**src/rtl/cdc_tx_arbiter.sv**
```systemverilog
// Source-domain front end for a shared bus+enable synchronizer: round-robin grant,
// stable transmit word, level enable under a four-phase handshake with a synchronized ack.
module cdc_tx_arbiter #(
    parameter int NUM_REQ    = 4,
    parameter int BUS_WIDTH  = 8,
    parameter int NUM_STAGES = 2,
    parameter int TIMEOUT    = 64,
    parameter int CNT_W      = 7,
    localparam int IDX_W     = (NUM_REQ > 1) ? $clog2(NUM_REQ) : 1
) (
    input  logic                         CLK,
    input  logic                         RST,
    input  logic [NUM_REQ-1:0]           req,
    input  logic [NUM_REQ*BUS_WIDTH-1:0] data_in,
    input  logic                         ack_async,
    output logic [BUS_WIDTH-1:0]         tx_bus,
    output logic                         tx_enable,
    output logic [NUM_REQ-1:0]           done,
    output logic [NUM_REQ-1:0]           err,
    output logic [IDX_W-1:0]             owner,
    output logic                         busy,
    output logic [1:0]                   dbg_state,
    output logic [IDX_W-1:0]             dbg_rr_ptr
);

    // Four-phase handshake: tx_bus is stable before tx_enable rises and stays put;
    // enable stays high until the synchronized ack is seen high, then the next grant
    // waits until the synchronized ack has returned low.
    typedef enum logic [1:0] {
        ST_IDLE    = 2'd0,
        ST_SEND    = 2'd1,
        ST_RELEASE = 2'd2
    } state_t;

    localparam logic [CNT_W-1:0] TO_LAST = CNT_W'(TIMEOUT - 1);

    state_t                r_state, w_state_nxt;
    logic [NUM_STAGES-1:0] r_ack_sync;
    logic [IDX_W-1:0]      r_rr_ptr, w_rr_nxt;
    logic [CNT_W-1:0]      r_cnt, w_cnt_nxt;
    logic [BUS_WIDTH-1:0]  r_tx_bus, w_bus_nxt;
    logic                  r_tx_en, w_en_nxt;
    logic [IDX_W-1:0]      r_owner, w_owner_nxt;
    logic [NUM_REQ-1:0]    r_done, w_done_nxt;
    logic [NUM_REQ-1:0]    r_err, w_err_nxt;

    logic                  w_ack;
    logic [IDX_W:0]        w_pick;
    logic                  w_found;
    logic [IDX_W-1:0]      w_winner;
    logic [NUM_REQ-1:0]    w_owner_oh;
    logic                  w_timeout;

    // First set request at or above ptr, wrapping; MSB of the result flags a hit.
    function automatic logic [IDX_W:0] f_pick(input logic [NUM_REQ-1:0] rq,
                                              input logic [IDX_W-1:0]   ptr);
        logic [IDX_W:0] res;
        int             idx;
        res = '0;
        for (int k = NUM_REQ - 1; k >= 0; k--) begin
            idx = int'(ptr) + k;
            if (idx >= NUM_REQ) idx = idx - NUM_REQ;
            if (rq[IDX_W'(idx)]) res = {1'b1, IDX_W'(idx)};
        end
        return res;
    endfunction

    assign w_ack      = r_ack_sync[NUM_STAGES-1];
    assign w_pick     = f_pick(req, r_rr_ptr);
    assign w_found    = w_pick[IDX_W];
    assign w_winner   = w_pick[IDX_W-1:0];
    assign w_owner_oh = NUM_REQ'(1) << r_owner;
    assign w_timeout  = (TIMEOUT != 0) && (r_cnt == TO_LAST);

    always_ff @(posedge CLK or negedge RST) begin
        if (!RST) begin
            r_ack_sync <= '0;
        end else begin
            r_ack_sync <= {r_ack_sync[NUM_STAGES-2:0], ack_async};
        end
    end

    always_ff @(posedge CLK or negedge RST) begin
        if (!RST) begin
            r_state  <= ST_IDLE;
            r_rr_ptr <= '0;
            r_cnt    <= '0;
            r_tx_bus <= '0;
            r_tx_en  <= 1'b0;
            r_owner  <= '0;
            r_done   <= '0;
            r_err    <= '0;
        end else begin
            r_state  <= w_state_nxt;
            r_rr_ptr <= w_rr_nxt;
            r_cnt    <= w_cnt_nxt;
            r_tx_bus <= w_bus_nxt;
            r_tx_en  <= w_en_nxt;
            r_owner  <= w_owner_nxt;
            r_done   <= w_done_nxt;
            r_err    <= w_err_nxt;
        end
    end

    always_comb begin
        w_state_nxt = r_state;
        w_rr_nxt    = r_rr_ptr;
        w_cnt_nxt   = r_cnt;
        w_bus_nxt   = r_tx_bus;
        w_en_nxt    = r_tx_en;
        w_owner_nxt = r_owner;
        w_done_nxt  = '0;
        w_err_nxt   = '0;
        case (r_state)
            ST_IDLE: begin
                if (w_found) begin
                    w_bus_nxt   = data_in[w_winner*BUS_WIDTH +: BUS_WIDTH];
                    w_en_nxt    = 1'b1;
                    w_owner_nxt = w_winner;
                    w_rr_nxt    = (w_winner == IDX_W'(NUM_REQ - 1)) ? '0 : w_winner + IDX_W'(1);
                    w_cnt_nxt   = '0;
                    w_state_nxt = ST_SEND;
                end
            end
            ST_SEND: begin
                // Ack is checked first so a late ack on the final count still completes.
                if (w_ack) begin
                    w_en_nxt    = 1'b0;
                    w_done_nxt  = w_owner_oh;
                    w_state_nxt = ST_RELEASE;
                end else if (w_timeout) begin
                    w_en_nxt    = 1'b0;
                    w_err_nxt   = w_owner_oh;
                    w_state_nxt = ST_RELEASE;
                end else begin
                    w_cnt_nxt = r_cnt + CNT_W'(1);
                end
            end
            ST_RELEASE: begin
                if (!w_ack) w_state_nxt = ST_IDLE;
            end
            default: w_state_nxt = ST_IDLE;
        endcase
    end

    assign tx_bus     = r_tx_bus;
    assign tx_enable  = r_tx_en;
    assign done       = r_done;
    assign err        = r_err;
    assign owner      = r_owner;
    assign busy       = (r_state != ST_IDLE);
    assign dbg_state  = r_state;
    assign dbg_rr_ptr = r_rr_ptr;

endmodule

```
**config.mk**
```make
export PLATFORM = sky130hd
export DESIGN_NAME = cdc_tx_arbiter
export DESIGN_NICKNAME = d
export VERILOG_FILES = /design/src/rtl/cdc_tx_arbiter.sv
export SDC_FILE = /design/constraint.sdc
export NUM_CORES = 1
export LEC_CHECK = 0
export ABC_AREA = 0
export BUFFER_PORTS_ARGS = -buffer_cell sky130_fd_sc_hd__buf_2
export CAP_MARGIN = 20
export CORE_MARGIN = 2
export CORE_UTILIZATION = 40
export DETAILED_ROUTE_END_ITERATION = 10
export MAX_ROUTING_LAYER = met4
export PLACE_DENSITY_LB_ADDON = 0.1
export SYNTH_ARGS = -nofsm -noshare
export SYNTH_HDL_FRONTEND = slang
export SYNTH_SLANG_ARGS = --single-unit
```
**constraint.sdc**
```tcl
create_clock -name CLK -period 2 [get_ports CLK]
set_input_delay 0.4 -clock CLK [delete_from_list [all_inputs] [get_ports CLK]]
set_output_delay 0.4 -clock CLK [all_outputs]
set_load 0.05 [all_outputs]
```
[Yosys cells after proc, flatten, opt, wreduce, memory -nomap -nowiden]
Index checks and enable logic that the tools add are counted.
Storage, ports and cells
  flip-flop bits (word level): 32
  input port bits: 39
  output and inout port bits: 24
  logic and storage cells: 83
Operators by class
  add/subtract/negate cells: 9
  order comparisons: 8
  equality and inequality tests: 9
  shift operators: 2
  mux-type cells: 39
  reduce and logical (&&, ||, !) cells: 7
Operators by type and width (count)
  32-bit by 6-bit variable part select with 8-bit output: 1
  7-bit 2-to-1 mux: 3
  4-bit 2-to-1 mux: 5
  2-bit 2-to-1 mux: 9
  2-bit by 4-bit less-than comparator with 1-bit output (second input constant): 4
  7-bit case mux with 2 select lines: 1
  3-bit 2-to-1 mux: 4
  1-bit 2-to-1 mux: 11
  3-bit greater-or-equal comparator (second input constant): 3
  1-bit binary-select mux with 2-bit select: 4
  2-bit inequality test (second input constant): 4
  2-bit by 1-bit subtractor with 2-bit output (second input constant): 4
  7-bit by 1-bit adder with 7-bit output (second input constant): 1
  7-bit by 6-bit == test with 1-bit output (second input constant): 1
  2-bit by 2-bit adder with 3-bit output (second input constant): 2
  2-bit case mux with 3 select lines: 1
  3-bit AND reduction: 2
  2-bit == test (second input constant): 2
  4-bit AND reduction: 1
  2-bit nonzero test: 2
  1-bit by 2-bit << shifter with 4-bit output (first input constant): 1
  2-bit by 1-bit adder with 3-bit output (second input constant): 1
  2-bit by 3-bit greater-or-equal comparator with 1-bit output (second input constant): 1
  3-bit inequality test (second input constant): 1
  other kinds (5): 5

[Longest topological paths before layout]
Gate-level depths: netlist of run 1.
  depth after elaboration: 12
  depth in mapped cells: 7

[Worst setup path after synthesis of run 1]
No wires, ideal clock.
  kind: flip-flop to flip-flop
  from: register r_state[1] (netlist: dbg_state[1])
  to: register r_tx_bus[2] (netlist: tx_bus[2])
  library setup time: 104 ps
  arrival: 1824 ps
  setup slack: 72 ps
  cell stages (with the launch flop): 7
  cell sequence: dfrtp_1 -> or2_4 -> or2_0 -> buf_2 -> nor3_4 -> o21ai_0 -> o311ai_1
Between the ends
  word-level cells in the longest chain between the ends: 2
RTL lines
  from (decl): line 37  | state_t r_state, w_state_nxt;
  from (signal assigned): line 94  | r_state <= w_state_nxt;
  2-bit zero test: line 114  | case (r_state)
  2-bit AND reduction (no source line)
  to (signal assigned): line 97  | r_tx_bus <= w_bus_nxt;
  to (decl): line 41  | logic [BUS_WIDTH-1:0] r_tx_bus, w_bus_nxt;
Every way passes these cells.
A chain may end at the register's enable or synchronous reset.

[Final worst setup path of run 1]
  from: register r_state[0] (netlist: dbg_state[0])
  to: register r_tx_bus[2] (netlist: tx_bus[2])
The elaborated chain is that of the path after synthesis.

==> reports/metrics.yaml, run 1 <==
clock_tree:
  cts_num_sinks: 32
  root_buffer: "clkbuf_8"
  clk_latency_ns: 0.28
  cts_tree: "done"
  ctsResizeCount: 0
  cts_buffer_depth: 2
  cts_setup_buffers: 0
  clkSlewWorstSetupHoldPaths_ns: 0.06
  cts_buffers: 5
  cts_hold_buf: 0
  htreeDepth: 2
route:
  drc: 0
  first_pass_iters: 4
  wirelength_um: 3970
  first_iter_violations: 71
  wire_per_inst_um: 13.2
  antenna_left: 0
  vias: 1558
  avgViaCountPerCell: 5.18
power:
  total_power_mw: 3.37
  p_leak_nw: 1.06
  ir_drop_v: 0.000500
  power_density_nw_per_um2: 1470
cells_and_area:
  fin_cells: 301
  final_common_cell: "buf_2"
  final_cell_mix: "buf_2 (62), dfrtp_1 (32), nand2_1 (22), o21ai_0 (19)"
  syn_to_final_growth_pct: 31.1
  finalNetCount: 288
  drive_gt1_frac: 0.361
  nFillCells: 412
  antenna_cells: 0
  finish.utilization: 0.534
grt:
  grt_max_degree: 33
  antenna_found_initial: 0
  groute.usage.overall: 0.177
  grt_pass1_wl_um: 6690
  grt_pass1_vias: 1498
  grt_overflow_total: 0
yosys:
  ys.warnings.count: 0
  ys_seq_elements: 32
  synth_edf_count: 0
  synth-seq-area-share: 0.457
  yosysTopAreaCell: "dfrtp_1"
  yosysTopAreaCellShare: 0.457
  synthCells: 181
  ys.flop_type: "dfrtp_1"
  yosysUniqueCellTypes: 34
  syn_area_per_cell_sq_um: 9.67
  netlist_area_sq_um: 1750
  async_flop_share: 1.00
  synth.area.top_cells: "dfrtp_1 (46%), nor4b_1 (7.5%), o31a_1 (7.5%)"
  synth_nets: 221
critical_path:
  cpMaxStageDelayCell: "dfrtp_1"
  crit_type: "register to register"
  critPathCaptureType: "register"
  cp_cell_sequence: "or2_4 > or2_0 > buf_4 > nor3_4 > o21ai_0 > o311ai_1"
  cp_max_fo: 12
  slowest_delay_ns: 0.41
  critPathLaunchType: "register"
  crit_arrival_ns: 1.97
  required_ns: 2.18
placed_design:
  dpl.hpwl_um: 2860
  place.gp.congestion: 0.734
  dp.cells: 293
  port_buffers: 62
timing:
  drv_slew: 0
  finalSetupViolCount: 0
  slew_headroom: 0.543
  min_period_ns: 1.79
  hold_viol: 0
  period_share: 0.896
  skew_ns: 0.00367
  tightest_slew_ns: 0.686
  grt_setup_unrepaired: "no"
  fmax_ghz: 0.558
  finalSetupTns_ns: 0
  fin_hold_ws_ns: 0.160
floorplan:
  die_width_um: 70.2
  core-area_sq_um: 4290
  rows: 24
  dieArea_sq_um: 4920
  start_util: 0.408
  io_pins: 63
  die_h_um: 70.2
run:
  drv_cap: 0
hold_path:
  hold_path.class: "input pin to asynchronous set/reset pin"
run_status:
  outcome: "complete, no violations"
==> kinds of logic (layout without fill, tap and decap cells) <==
| kind of cell | after synthesis | count (layout) | share of synthesized area |
|---|---|---|---|
| AO/OA/AOI/OAI | 48 | 48 | 0.205 |
| AND/OR/NAND/NOR | 78 | 78 | 0.250 |
| XOR/XNOR | 6 | 6 | 0.0300 |
| multiplexers | 2 | 2 | 0.0114 |
| flip-flops | 32 | 32 | 0.457 |
| adder cells (fa/ha/maj) | 1 | 1 | 0.00715 |
| buffers and inverters | 14 | 82 | 0.0386 |
==> final timing paths <==
check | cells after the start | endpoint | start | slack, ns
max | 6 | tx_bus[2]$_DFFE_PN0P_ | dbg_state[0]$_DFFE_PN0P_ | 0.21
min | 1 | r_cnt[3]$_DFFE_PN0P_ | RST | 0.16
max reg2reg | 6 | tx_bus[2]$_DFFE_PN0P_ | dbg_state[0]$_DFFE_PN0P_ | 0.21
min reg2reg | 0 | r_ack_sync[1]$_DFF_PN0_ | r_ack_sync[0]$_DFF_PN0_ | 0.36
max in group asynchronous | 1 | r_cnt[2]$_DFFE_PN0P_ | RST | 1.40
min in group CLK | 1 | r_ack_sync[0]$_DFF_PN0_ | ack_async | 0.22
==> critical path, delay by kind of cell, from the launching register on <==
kind | cells | cell delay [ns]
simple gates | 3 | 0.84
flops | 1 | 0.41
compound gates | 2 | 0.26
buf+inv | 1 | 0.19
==> area by class of cell <==
| cell class | instances | area [sq um] | share of cell area |
|---|---|---|---|
| Clock buffer | 6 | 72.6 | 0.0316 |
| Clock inverter | 2 | 35.0 | 0.0153 |
| Inverter | 2 | 7.51 | 0.00327 |
| Multi-Input combinational cell | 135 | 891 | 0.388 |
| Sequential cell | 32 | 801 | 0.349 |
| Tap cell | 52 | 65.1 | 0.0284 |
| Timing Repair Buffer | 72 | 423 | 0.184 |
==> cells in the mapped netlist (3+ instances only) <==
| library cell | n |
|---|---|
| xnor2_1 | 5 |
| nor3_1 | 3 |
| nand2_1 | 22 |
| o21ai_0 | 19 |
| nor2_1 | 15 |
| dfrtp_1 | 32 |
| clkbuf_1 | 5 |
| nand2b_1 | 4 |
| nand3_1 | 11 |
| buf_2 | 6 |
| o31a_1 | 15 |
| a21oi_1 | 4 |
| nor4b_1 | 15 |
==> power by group <==
group | switching [mW] | internal, mW | leakage, nW | total (mW)
clock | 0.226 | 0.369 | 0.0552 | 0.595
combinational | 1.22 | 0.580 | 0.596 | 1.80
sequential | 0.144 | 0.831 | 0.413 | 0.975
==> routing by layer <==
layer,up-vias,global-route usage,share of wire
li1,788,-,-
met3,7,0.0404,0.052
met4,0,0.0641,0.016
met1,719,0.237,0.46
met2,44,0.263,0.47
met5,-,-,0
==> registers in the layout (all words and copies together), names as in the netlist <==
name,cells
tx_bus,8
r_cnt,7
done,4
err,4
dbg_rr_ptr,2
dbg_state,2
owner,2
r_ack_sync,2
tx_enable,1
==> metrics by stage <==
| step | area [sq um] | worst slack (ns) |
|---|---|---|
| after global routing | 2290 | 0.0239 |
| after floorplan | 1750 | 0.0723 |
| after global placement | 2190 | 0.201 |
| after detailed placement | 2190 | 0.119 |
| after CTS | 2290 | 0.143 |
| final | 2290 | 0.208 |
Power figures use the tool's default switching activity.
==> run 2: changes to the inputs <==
--- a/config.mk
+++ b/config.mk
@@ -8,11 +8,10 @@
 export ABC_AREA = 0
 export BUFFER_PORTS_ARGS = -buffer_cell sky130_fd_sc_hd__buf_2
 export CAP_MARGIN = 20
-export CORE_MARGIN = 2
 export CORE_UTILIZATION = 40
 export DETAILED_ROUTE_END_ITERATION = 10
 export MAX_ROUTING_LAYER = met4
-export PLACE_DENSITY_LB_ADDON = 0.1
+export PLACE_DENSITY = 0.67
 export SYNTH_ARGS = -nofsm -noshare
 export SYNTH_HDL_FRONTEND = slang
 export SYNTH_SLANG_ARGS = --single-unit
==> run 2 against run 1 <==
  * Flip-flop and latch count unchanged
  * Fmax down 3.6%
  * Largest power group unchanged
  * First-iteration DRC count down 20%
  * Die area down 5.6%
  * Core utilization up 3.2 points
  * Combinational power up 4%
  * Highest routed layer unchanged
  * Wire length up 0.55%
  * Sequential power down 0.4%
  * Clock skew up 0.00078 ns
  * Hold slack better by 0.014 ns
  * Worst setup slack worse by 0.067 ns
==> reports/metrics.yaml, run 2 (synthesized netlist as in run 1, its figures left out) <==
critical_path:
  critPathLaunchType: "register"
  critPathCaptureType: "register"
  r2r-start: "dbg_state[0]$_DFFE_PN0P_"
  slowest_delay_ns: 0.38
  cp_max_fo: 9
  required_ns: 2.16
  crit_type: "register to register"
  cpMaxStageDelayCell: "dfrtp_1"
  crit_arrival_ns: 2.02
  cp_cell_sequence: "or2_4 > or2_0 > buf_4 > nor3_4 > o21ai_0 > o311ai_1"
  startpoint: "dbg_state[0]$_DFFE_PN0P_"
floorplan:
  die_width_um: 68.2
  start_util: 0.428
  dieArea_sq_um: 4640
  io_pins: 63
  rows: 23
  core-area_sq_um: 4090
  die_h_um: 68.2
cells_and_area:
  nFillCells: 382
  antenna_cells: 0
  final_common_cell: "buf_2"
  syn_to_final_growth_pct: 32.2
  finalNetCount: 291
  final_cell_mix: "buf_2 (62), dfrtp_1 (32), nand2_1 (22), o21ai_0 (19)"
  drive_gt1_frac: 0.369
  largest_reg_flops: 8
timing:
  period_share: 0.930
  hold_viol: 0
  grt_setup_unrepaired: "no"
  fmax_ghz: 0.538
  slew_headroom: 0.519
  drv_slew: 0
  tightest_slew_ns: 0.721
  fin_hold_ws_ns: 0.174
  finalSetupTns_ns: 0
  min_period_ns: 1.86
  finalSetupViolCount: 0
  skew_ns: 0.00445
route:
  first_pass_iters: 4
  wire_per_inst_um: 13.2
  drc: 0
  wirelength_um: 3990
  avgViaCountPerCell: 5.30
  vias: 1601
  antenna_left: 0
  first_iter_violations: 57
grt:
  antenna_found_initial: 0
  grt_pass1_wl_um: 6560
  grt_overflow_total: 0
  grt_max_degree: 33
  groute.usage.overall: 0.197
  grt_pass1_vias: 1497
clock_tree:
  cts_buffers: 5
  cts_num_sinks: 32
  cts_setup_buffers: 0
  htreeDepth: 2
  clk_latency_ns: 0.28
  cts_buffer_depth: 2
  root_buffer: "clkbuf_8"
  clkSlewWorstSetupHoldPaths_ns: 0.06
  cts_hold_buf: 0
  ctsResizeCount: 0
  cts_tree: "done"
hold_path:
  hold_path.class: "input pin to asynchronous set/reset pin"
run:
  drv_cap: 0
run_status:
  outcome: "complete, no violations"
placed_design:
  port_buffers: 62
  dpl.hpwl_um: 2920
  place.gp.congestion: 0.762
power:
  p_leak_nw: 1.08
  power_density_nw_per_um2: 1490
  ir_drop_v: 0.000605
## run 2: through the flow
step | utilization | cells | worst slack, ns | instance area [sq um] | power [mW]
floorplan | - | 181 | 0.0723 | 1750 | 2.32
global placement | 0.540 | 294 | 0.268 | 2210 | 2.84
detailed placement | 0.540 | 294 | 0.190 | 2210 | 2.86
CTS | 0.566 | 302 | 0.143 | 2310 | 3.48
global route | 0.566 | 302 | 0.0278 | 2310 | 3.67
finish | 0.566 | 302 | 0.141 | 2310 | 3.44
## run 2: routing by layer
metal / global-route usage / wire length [um]
met3: 0.0417 / 263
met4: 0.0547 / 25
met5: - / 0
met2: 0.324 / 1870
met1: 0.244 / 1830
## run 2: critical path, delay by kind of cell, from the launching register on
kind,cells,cell delay [ns]
flip-flops,1,0.38
AO/OA/AOI/OAI,2,0.31
buffers and inverters,1,0.18
AND/OR/NAND/NOR,3,0.86
## run 2: layout make-up
| cell class | count | area, sq um | share of cell area |
|---|---|---|---|
| clock buffers | 6 | 72.6 | 0.0314 |
| multi-input cells | 135 | 891 | 0.385 |
| inverters | 2 | 7.51 | 0.00324 |
| flip-flops and latches | 32 | 801 | 0.346 |
| clock inverters | 2 | 35.0 | 0.0151 |
| repair buffers | 75 | 445 | 0.192 |
| well taps | 50 | 62.6 | 0.0270 |
## run 2: worst paths after layout
kind / endpoint / slack, ns / depth (start not counted)
setup / recovery: tx_bus[2]$_DFFE_PN0P_ / 0.14 / 6
setup reg to reg: tx_bus[2]$_DFFE_PN0P_ / 0.14 / 6
min in group CLK: r_ack_sync[0]$_DFF_PN0_ / 0.22 / 1
max in group asynchronous: done[1]$_DFF_PN0_ / 1.36 / 1
hold / removal: r_cnt[5]$_DFFE_PN0P_ / 0.17 / 1
hold reg to reg: r_ack_sync[1]$_DFF_PN0_ / 0.36 / 0
## run 2: where the power goes
part           switching, mW  total (mW)  leakage (nW)  internal (mW)
registers              0.140       0.971         0.413          0.831
clock network          0.231       0.601        0.0552          0.369
logic                   1.25        1.87         0.610          0.625
total                   1.62        3.44          1.08           1.82
